## src/rtl/pokey_bus_pkg.sv

```systemverilog
// Shared types and constants for the POKEY bus master: FSM states,
// chip-select encodings and the POKEY register map.
package pokey_bus_pkg;

  typedef enum logic [1:0] {
    IDLE   = 2'd0,
    WAIT   = 2'd1,
    ACTIVE = 2'd2
  } state_t;

  localparam logic [1:0] CS_SEL  = 2'b10;
  localparam logic [1:0] CS_IDLE = 2'b01;

  // Write-side register map
  localparam logic [3:0] AUDF1  = 4'h0;
  localparam logic [3:0] AUDC1  = 4'h1;
  localparam logic [3:0] AUDF2  = 4'h2;
  localparam logic [3:0] AUDC2  = 4'h3;
  localparam logic [3:0] AUDF3  = 4'h4;
  localparam logic [3:0] AUDC3  = 4'h5;
  localparam logic [3:0] AUDF4  = 4'h6;
  localparam logic [3:0] AUDC4  = 4'h7;
  localparam logic [3:0] AUDCTL = 4'h8;
  localparam logic [3:0] STIMER = 4'h9;
  localparam logic [3:0] SKREST = 4'hA;
  localparam logic [3:0] POTGO  = 4'hB;
  localparam logic [3:0] SEROUT = 4'hD;
  localparam logic [3:0] IRQEN  = 4'hE;
  localparam logic [3:0] SKCTL  = 4'hF;

  // Read-side register map
  localparam logic [3:0] KBCODE = 4'h9;
  localparam logic [3:0] RANDOM = 4'hA;
  localparam logic [3:0] SERIN  = 4'hD;
  localparam logic [3:0] IRQST  = 4'hE;
  localparam logic [3:0] SKSTAT = 4'hF;

  function automatic int unsigned ph_width(input int unsigned half);
    return $clog2(2 * half);
  endfunction

endpackage

```

## src/rtl/pokey_phase_gen.sv

```systemverilog
// Free-running phi2 phase counter: ph walks 0..2*HALF-1, phi2 is high
// for the upper half of the period.
module pokey_phase_gen
  import pokey_bus_pkg::*;
#(
  parameter int unsigned HALF = 4,
  parameter int unsigned PW   = ph_width(HALF)
) (
  input  logic          clk,
  input  logic          rst,
  output logic [PW-1:0] ph,
  output logic          phi2,
  output logic          start,
  output logic          last
);

  localparam logic [PW-1:0] PH_LAST = PW'(2 * HALF - 1);
  localparam logic [PW-1:0] PH_HIGH = PW'(HALF);

  logic [PW-1:0] ph_next;

  always_comb begin
    ph_next = (ph == PH_LAST) ? '0 : ph + 1'b1;
  end

  // phi2 is computed from ph_next so the registered value lines up with ph
  always_ff @(posedge clk or posedge rst) begin
    if (rst) begin
      ph   <= '0;
      phi2 <= 1'b0;
    end else begin
      ph   <= ph_next;
      phi2 <= (ph_next >= PH_HIGH);
    end
  end

  assign start = (ph == '0);
  assign last  = (ph == PH_LAST);

endmodule

```

## src/rtl/pokey_bus_master.sv

```systemverilog
// Host-request to POKEY bus-cycle bridge: one request per phi2 period,
// aligned to the phase counter, plus a 2-flop irq synchronizer.
module pokey_bus_master
  import pokey_bus_pkg::*;
#(
  parameter int unsigned HALF = 4
) (
  input  logic       clk,
  input  logic       reset,
  input  logic       req_valid,
  output logic       req_ready,
  input  logic       req_rw,
  input  logic [3:0] req_addr,
  input  logic [7:0] req_wdata,
  output logic       rsp_valid,
  output logic       rsp_rw,
  output logic [7:0] rsp_rdata,
  output logic       phi2,
  output logic [1:0] cs,
  output logic       rw,
  output logic [3:0] a,
  output logic [7:0] d_out,
  output logic       d_oe,
  input  logic [7:0] d_in,
  input  logic       irq_n,
  output logic       irq
);

  localparam int unsigned    PW          = ph_width(HALF);
  localparam logic [PW-1:0]  PH_PRE_HIGH = PW'(HALF - 1);

  logic [PW-1:0] ph;
  logic          start;
  logic          last;
  state_t        state;
  logic          rw_q;
  logic [3:0]    addr_q;
  logic [7:0]    wdata_q;
  logic          irq_s1;
  logic          irq_s2;

  pokey_phase_gen #(
    .HALF (HALF),
    .PW   (PW)
  ) u_phase (
    .clk   (clk),
    .rst   (reset),
    .ph    (ph),
    .phi2  (phi2),
    .start (start),
    .last  (last)
  );

  assign req_ready = (state == IDLE);

  // Bus outputs are loaded one edge early so they are valid for the whole
  // ph==0..2*HALF-1 window; acceptance at the last phase skips WAIT entirely.
  always_ff @(posedge clk or posedge reset) begin
    if (reset) begin
      state     <= IDLE;
      rw_q      <= 1'b1;
      addr_q    <= '0;
      wdata_q   <= '0;
      cs        <= CS_IDLE;
      rw        <= 1'b1;
      a         <= '0;
      d_out     <= '0;
      d_oe      <= 1'b0;
      rsp_valid <= 1'b0;
      rsp_rw    <= 1'b1;
      rsp_rdata <= '0;
    end else begin
      rsp_valid <= 1'b0;
      case (state)
        IDLE: begin
          if (req_valid) begin
            rw_q    <= req_rw;
            addr_q  <= req_addr;
            wdata_q <= req_wdata;
            if (last) begin
              state <= ACTIVE;
              cs    <= CS_SEL;
              rw    <= req_rw;
              a     <= req_addr;
            end else begin
              state <= WAIT;
            end
          end
        end
        WAIT: begin
          if (last) begin
            state <= ACTIVE;
            cs    <= CS_SEL;
            rw    <= rw_q;
            a     <= addr_q;
          end
        end
        ACTIVE: begin
          if (last) begin
            state     <= IDLE;
            cs        <= CS_IDLE;
            rw        <= 1'b1;
            a         <= '0;
            d_oe      <= 1'b0;
            d_out     <= '0;
            rsp_valid <= 1'b1;
            rsp_rw    <= rw_q;
            rsp_rdata <= rw_q ? d_in : '0;
          end else if (ph == PH_PRE_HIGH && !rw_q) begin
            d_oe  <= 1'b1;
            d_out <= wdata_q;
          end
        end
        default: state <= IDLE;
      endcase
    end
  end

  always_ff @(posedge clk or posedge reset) begin
    if (reset) begin
      irq_s1 <= 1'b0;
      irq_s2 <= 1'b0;
    end else begin
      irq_s1 <= ~irq_n;
      irq_s2 <= irq_s1;
    end
  end

  assign irq = irq_s2;

  // A bus cycle always opens selected with the data bus released
  assert property (@(posedge clk) disable iff (reset)
                   (state == ACTIVE && start) |-> (cs == CS_SEL && !d_oe));

endmodule

```

## config.mk

```make
export PLATFORM = sky130hd
export DESIGN_NAME = pokey_bus_master
export DESIGN_NICKNAME = d
export VERILOG_FILES = /design/src/rtl/pokey_bus_pkg.sv /design/src/rtl/pokey_phase_gen.sv /design/src/rtl/pokey_bus_master.sv
export SDC_FILE = /design/constraint.sdc
export NUM_CORES = 1
export LEC_CHECK = 0
export CORE_UTILIZATION = 38
export DETAILED_ROUTE_END_ITERATION = 12
export GPL_TIMING_DRIVEN = 1
export PLACE_DENSITY_LB_ADDON = 0.12
export SETUP_SLACK_MARGIN = 0.2
export SYNTH_ARGS = -nofsm -noshare
export SYNTH_HDL_FRONTEND = slang
export SYNTH_SLANG_ARGS = --single-unit
```

## constraint.sdc

```tcl
create_clock -name clk -period 2.18 [get_ports clk]
set_input_delay 0.327 -clock clk [delete_from_list [all_inputs] [get_ports clk]]
set_output_delay 0.327 -clock clk [all_outputs]
set_load 0.05 [all_outputs]
```

# Yosys cells after proc, flatten, opt, wreduce, memory -nomap -nowiden
# Index checks and enable logic that the tools add are counted.
# op_classes
n_addsub	1
n_lt_le_gt_ge	1
n_eq_ne	8
muxes	27
n_bitwise	1
reduce_logical	11
# ops
operator	n
8-bit two-way mux	3
4-bit two-way mux	4
2-bit two-way mux	7
2-bit case mux with 3 select lines	2
4-bit case mux with 3 select lines	1
1-bit two-way mux	8
2-bit inequality test, second input constant	3
2-bit AND reduction	3
3-bit AND reduction	2
5-bit AND reduction	1
3-bit by 1-bit adder with 3-bit output, second input constant	1
3-bit by 2-bit equality test with 1-bit output, second input constant	1
3-bit equality test, second input constant	1
3-bit >= comparator, second input constant	1
3-bit two-way mux	1
1-bit case mux with 3 select lines	1
3-bit nonzero test	1
2-bit by 1-bit equality test with 1-bit output, second input constant	1
2-bit equality test, second input constant	1
2-bit logical NOT	1
2-bit by 1-bit inequality test with 1-bit output, second input constant	1
2-bit nonzero test	1
1-bit logical AND	1
1-bit logical NOT	1
1-bit NOT	1
# word_totals
regBits	47
in_bits	25

# Longest topological paths before layout
# logic_depth
depth_word	4
ltp_mapped	7
depth_no_buf	5

# By module
# A second synthesis with hierarchy kept.
# hier_totals
cells_unflattened	175
hier_area_um2	2000.7
# modules_own_cells
module	n_inst	cells_per_inst	area_per_inst_um2
pokey_bus_master	1	162	1845.5
pokey_phase_gen	1	13	155.1

# Least setup slack after synthesis
# OpenSTA, ideal clock, no wires.
# synth_path
path_type	flip-flop to flip-flop
start	register u_phase.ph[2]
end	register a[0]
setup_time_ps	125
arrival_ps	1910
setup_slack_ps	145
path_stages_with_launch	5
n_path_buf	0
cell_sequence	dfrtp_1 -> ha_1 -> o21ba_4 -> a2111oi_4 -> mux2_2
# synth_between
elab_chain_len	3
# synth_rtl
item	line	text
start, declared	pokey_phase_gen.sv:11	output logic [PW-1:0] ph,
start signal, assigned	pokey_phase_gen.sv:32	ph <= ph_next;
3-bit equality test (*)	pokey_phase_gen.sv:38	assign last = (ph == PH_LAST);
2-bit inequality test (no source line) / 2-bit by 1-bit inequality test with 1-bit output (equally long branches)	--	
5-bit AND reduction (no source line) (*)	--	
end signal, assigned	pokey_bus_master.sv:84	a <= req_addr;
end signal, assigned	pokey_bus_master.sv:95	a <= addr_q;
end, declared	pokey_bus_master.sv:21	output logic [3:0] a,
# Every way passes the cells marked *; elsewhere a longest branch is shown, timed or not.
# A chain may end at the register's enable or synchronous reset.

# Worst setup path after layout
# layout_path
start	register state[1]
end	register a[3]
# layout_between
elab_chain_len	3
# layout_rtl
item	line	text
start, declared	pokey_bus_master.sv:35	state_t state;
start signal, assigned	pokey_bus_master.sv:60	state <= IDLE;
start signal, assigned	pokey_bus_master.sv:81	state <= ACTIVE;
start signal, assigned	pokey_bus_master.sv:86	state <= WAIT;
2-bit by 1-bit equality test with 1-bit output, or another cell as far along	pokey_bus_master.sv:74	case (state)
2-bit inequality test (no source line), or another cell as far along	--	
5-bit AND reduction (no source line)	--	
# Several ways; a longest one is shown, not always the timed one.

==> impl_metrics.toml <==
[logic_synthesis]
synthTopCellsByArea = "dfrtp_1 (53%), mux2_2 (14%), dfstp_2 (5.3%)"
muxShareOfSynthArea_pct = 14.7
syn_nets = 198
synth_cell_types = 22
synth_top_area_share_pct = 53.1
synth-xor-area-share_pct = 0
synthAdderAreaFrac_pct = 5.05
syn-cell-area_um2 = 1980
synth_top_family_by_area = "multiplexers"
avgSynthCellArea_um2 = 12.0
synth_cells = 165
synthSimpleGateAreaFrac_pct = 9.54
ys_seq_area_share_pct = 58.4
yosysTopAreaCell = "dfrtp_1"
ys_seq_elements = 46
synth-warning-count = 0
synth-compound-area-share_pct = 8.46

[pwr]
pwr-share-seq_pct = 34.7
p_leak_nw = 1.25
clockPowerShare_pct = 15.4
p_per_area_nw_per_um2 = 1460
switching_share_pct = 41.4
p_sw_mw = 1.67
ir_drop_mv = 0.571
total_power_mw = 4.03
intPower_mw = 2.36
power_frac_comb_pct = 49.9

[cells_and_area]
ff_latch_area_um2 = 1160
multi_input_comb_area_um2 = 767
final_cell_mix = "clkdlybuf4s50_1 (49), dfrtp_1 (41), mux2_2 (24)"
syn_to_final_growth_pct = 39.4
fillers = 435
fin_area_um2 = 2760
diodes = 0
final_cells = 293
layout.nets = 258
drive_above_1_share_pct = 22.6
final_common_cell = "clkdlybuf4s50_1"

[timing]
max_freq_mhz = 518
hold_violations = 0
skew_ns = 0.00553
slew_viol_final = 0
tightest_slew_ns = 0.519
rsz0062_at_grt = "no"
fin_crit_sh_pct = 88.5
holdWs_ns = 0.334
fin_tns_setup_ns = 0
finalSetupViolCount = 0
slew_headroom_pct = 65.3
fin_crit_ns = 1.93

[place]
gpl.final_weighted_congestion = 0.732
port_buffers = 53
placed_area_um2 = 2620
dp.cells = 284
dp_hpwl_um = 3070

[die]
start_util_pct = 40.6
num_rows = 25
die_w_um = 74.2
die_h_um = 74.2
ios = 54
die-area_um2 = 5500
core_um2 = 4880

[detailed_routing]
drtIter0Drc = 63
avgViaCountPerCell = 4.75
vias = 1392
drc_errors = 0
routed_wl_um = 4110
dr.pass1.iters = 4
ant_nets = 0
wl_per_cell_um = 14.0

[job]
max_cap_violations = 0

[clock_network]
cts-root-buf = "clkbuf_8"
holdBufCountCts = 0
cts_buffers = 5
cts_tree = "built"
clkSinkCount = 46
clkTransAtPathRegs_ns = 0.08
clkLatencyLatePin_ns = 0.30
htree_levels = 2
clk_path_buf_depth = 2

[min_path]
min_path_type = "in -> async"

[grt]
track_usage_pct = 16.8
grt_pass1_vias = 1474
antenna_found_initial = 0
grt_max_degree = 28
grt.overflow.total = 0
grt_pass1_wl_um = 6680

[worst_setup_path]
crit_required_ns = 2.36
worstPathArrival_ns = 2.11
startpoint_type = "flop"
rr_worst_depth = 6
crit_type = "reg -> reg"
worstPathMaxFanout = 7
end_kind = "flop"

[outcome]
outcome = "finished, final reports clean"
## power groups by stage
stage                     combinational, mW  clock [mW]  sequential, mW
after floorplan                       0.784           0            1.98
after global placement                 1.94           0            1.39
final                                  2.01       0.622            1.40
after CTS                              2.00       0.643            1.40
after detailed placement               2.01           0            1.42
after global routing                   2.14       0.672            1.44
## what timing repair did
action | CTS | global route
gates resized for setup | 1 | 7
buffers inserted | 0 | 1
pin swaps | 1 | 1
setup endpoints to repair | 6 | 6
## final cells by class
| type | count | area share [%] |
|---|---|---|
| tap | 67 | 3.04 |
| clock buffer | 6 | 2.63 |
| sequential | 46 | 41.9 |
| clock inverter | 2 | 1.36 |
| inverter | 14 | 1.90 |
| multi-input combinational | 99 | 27.8 |
| timing repair buffer | 59 | 21.4 |
## cell usage after synthesis
cell type	count
nand2_1	22
inv_1	14
nor2b_1	11
buf_1	1
nor2_1	3
o21ba_4	1
a21oi_1	2
dfrtp_1	42
o32a_1	1
a2111oi_4	1
o21a_1	1
clkbuf_1	3
o32ai_1	1
or3_1	1
dfstp_2	4
o21ai_0	16
a21boi_0	1
ha_1	8
mux2i_1	2
nand3_1	4
mux2_2	24
buf_2	2
## sequential cells by signal, summed over array words and instances (netlist names)
| register | cells |
|---|---|
| d_out | 8 |
| rsp_rdata | 8 |
| wdata_q | 8 |
| a | 4 |
| addr_q | 4 |
| u_phase.ph | 3 |
| cs | 2 |
| state | 2 |
| d_oe | 1 |
| irq | 1 |
| irq_s1 | 1 |
| rsp_rw | 1 |
| rsp_valid | 1 |
| rw | 1 |
| rw_q | 1 |
## layer usage
layer | track usage (%) | part of all wire (%)
met3 | 4.34 | 5.2
met4 | 9.83 | 2.9
met2 | 29.6 | 51
met5 | 0 | 0
met1 | 18.1 | 41
## through the flow
step           worst slack, ns  utilization, %
6_report                 0.250            56.6
5_1_grt                  0.189            56.6
4_1_cts                  0.203            55.9
3_5_place_dp             0.148            53.7
3_3_place_gp             0.257            53.7
2_1_floorplan            0.306               -
## critical path, stage by stage, from the launching register on
cell and delay [ns]:
dfrtp_1 0.42, inv_1 0.12, ha_4 0.20, o21ba_4 0.24, a2111oi_4 0.31, buf_4 0.19, mux2_2 0.33
## worst paths after layout
kind	startpoint	end	slack [ns]
worst max-delay path	state[1]$_DFFE_PP0P_	a[3]$_DFFE_PP0P_	0.25
worst min-delay path	reset	rsp_rdata[5]$_DFFE_PP0P_	0.33
worst max register to register	state[1]$_DFFE_PP0P_	a[3]$_DFFE_PP0P_	0.25
worst min register to register	irq_s1$_DFF_PP0_	irq$_DFF_PP0_	0.36
max in group asynchronous	reset	cs[0]$_DFFE_PP1P_	1.28
min in group clk	irq_s1$_DFF_PP0_	irq$_DFF_PP0_	0.36
## logic make-up after synthesis
logic type | count (synthesis)
AO/OA/AOI/OAI | 24
multiplexers | 26
adder cells (fa/ha/maj) | 8
flip-flops | 46
buffers and inverters | 20
AND/OR/NAND/NOR | 41
Note: power is estimated with default switching activity, not from simulation.
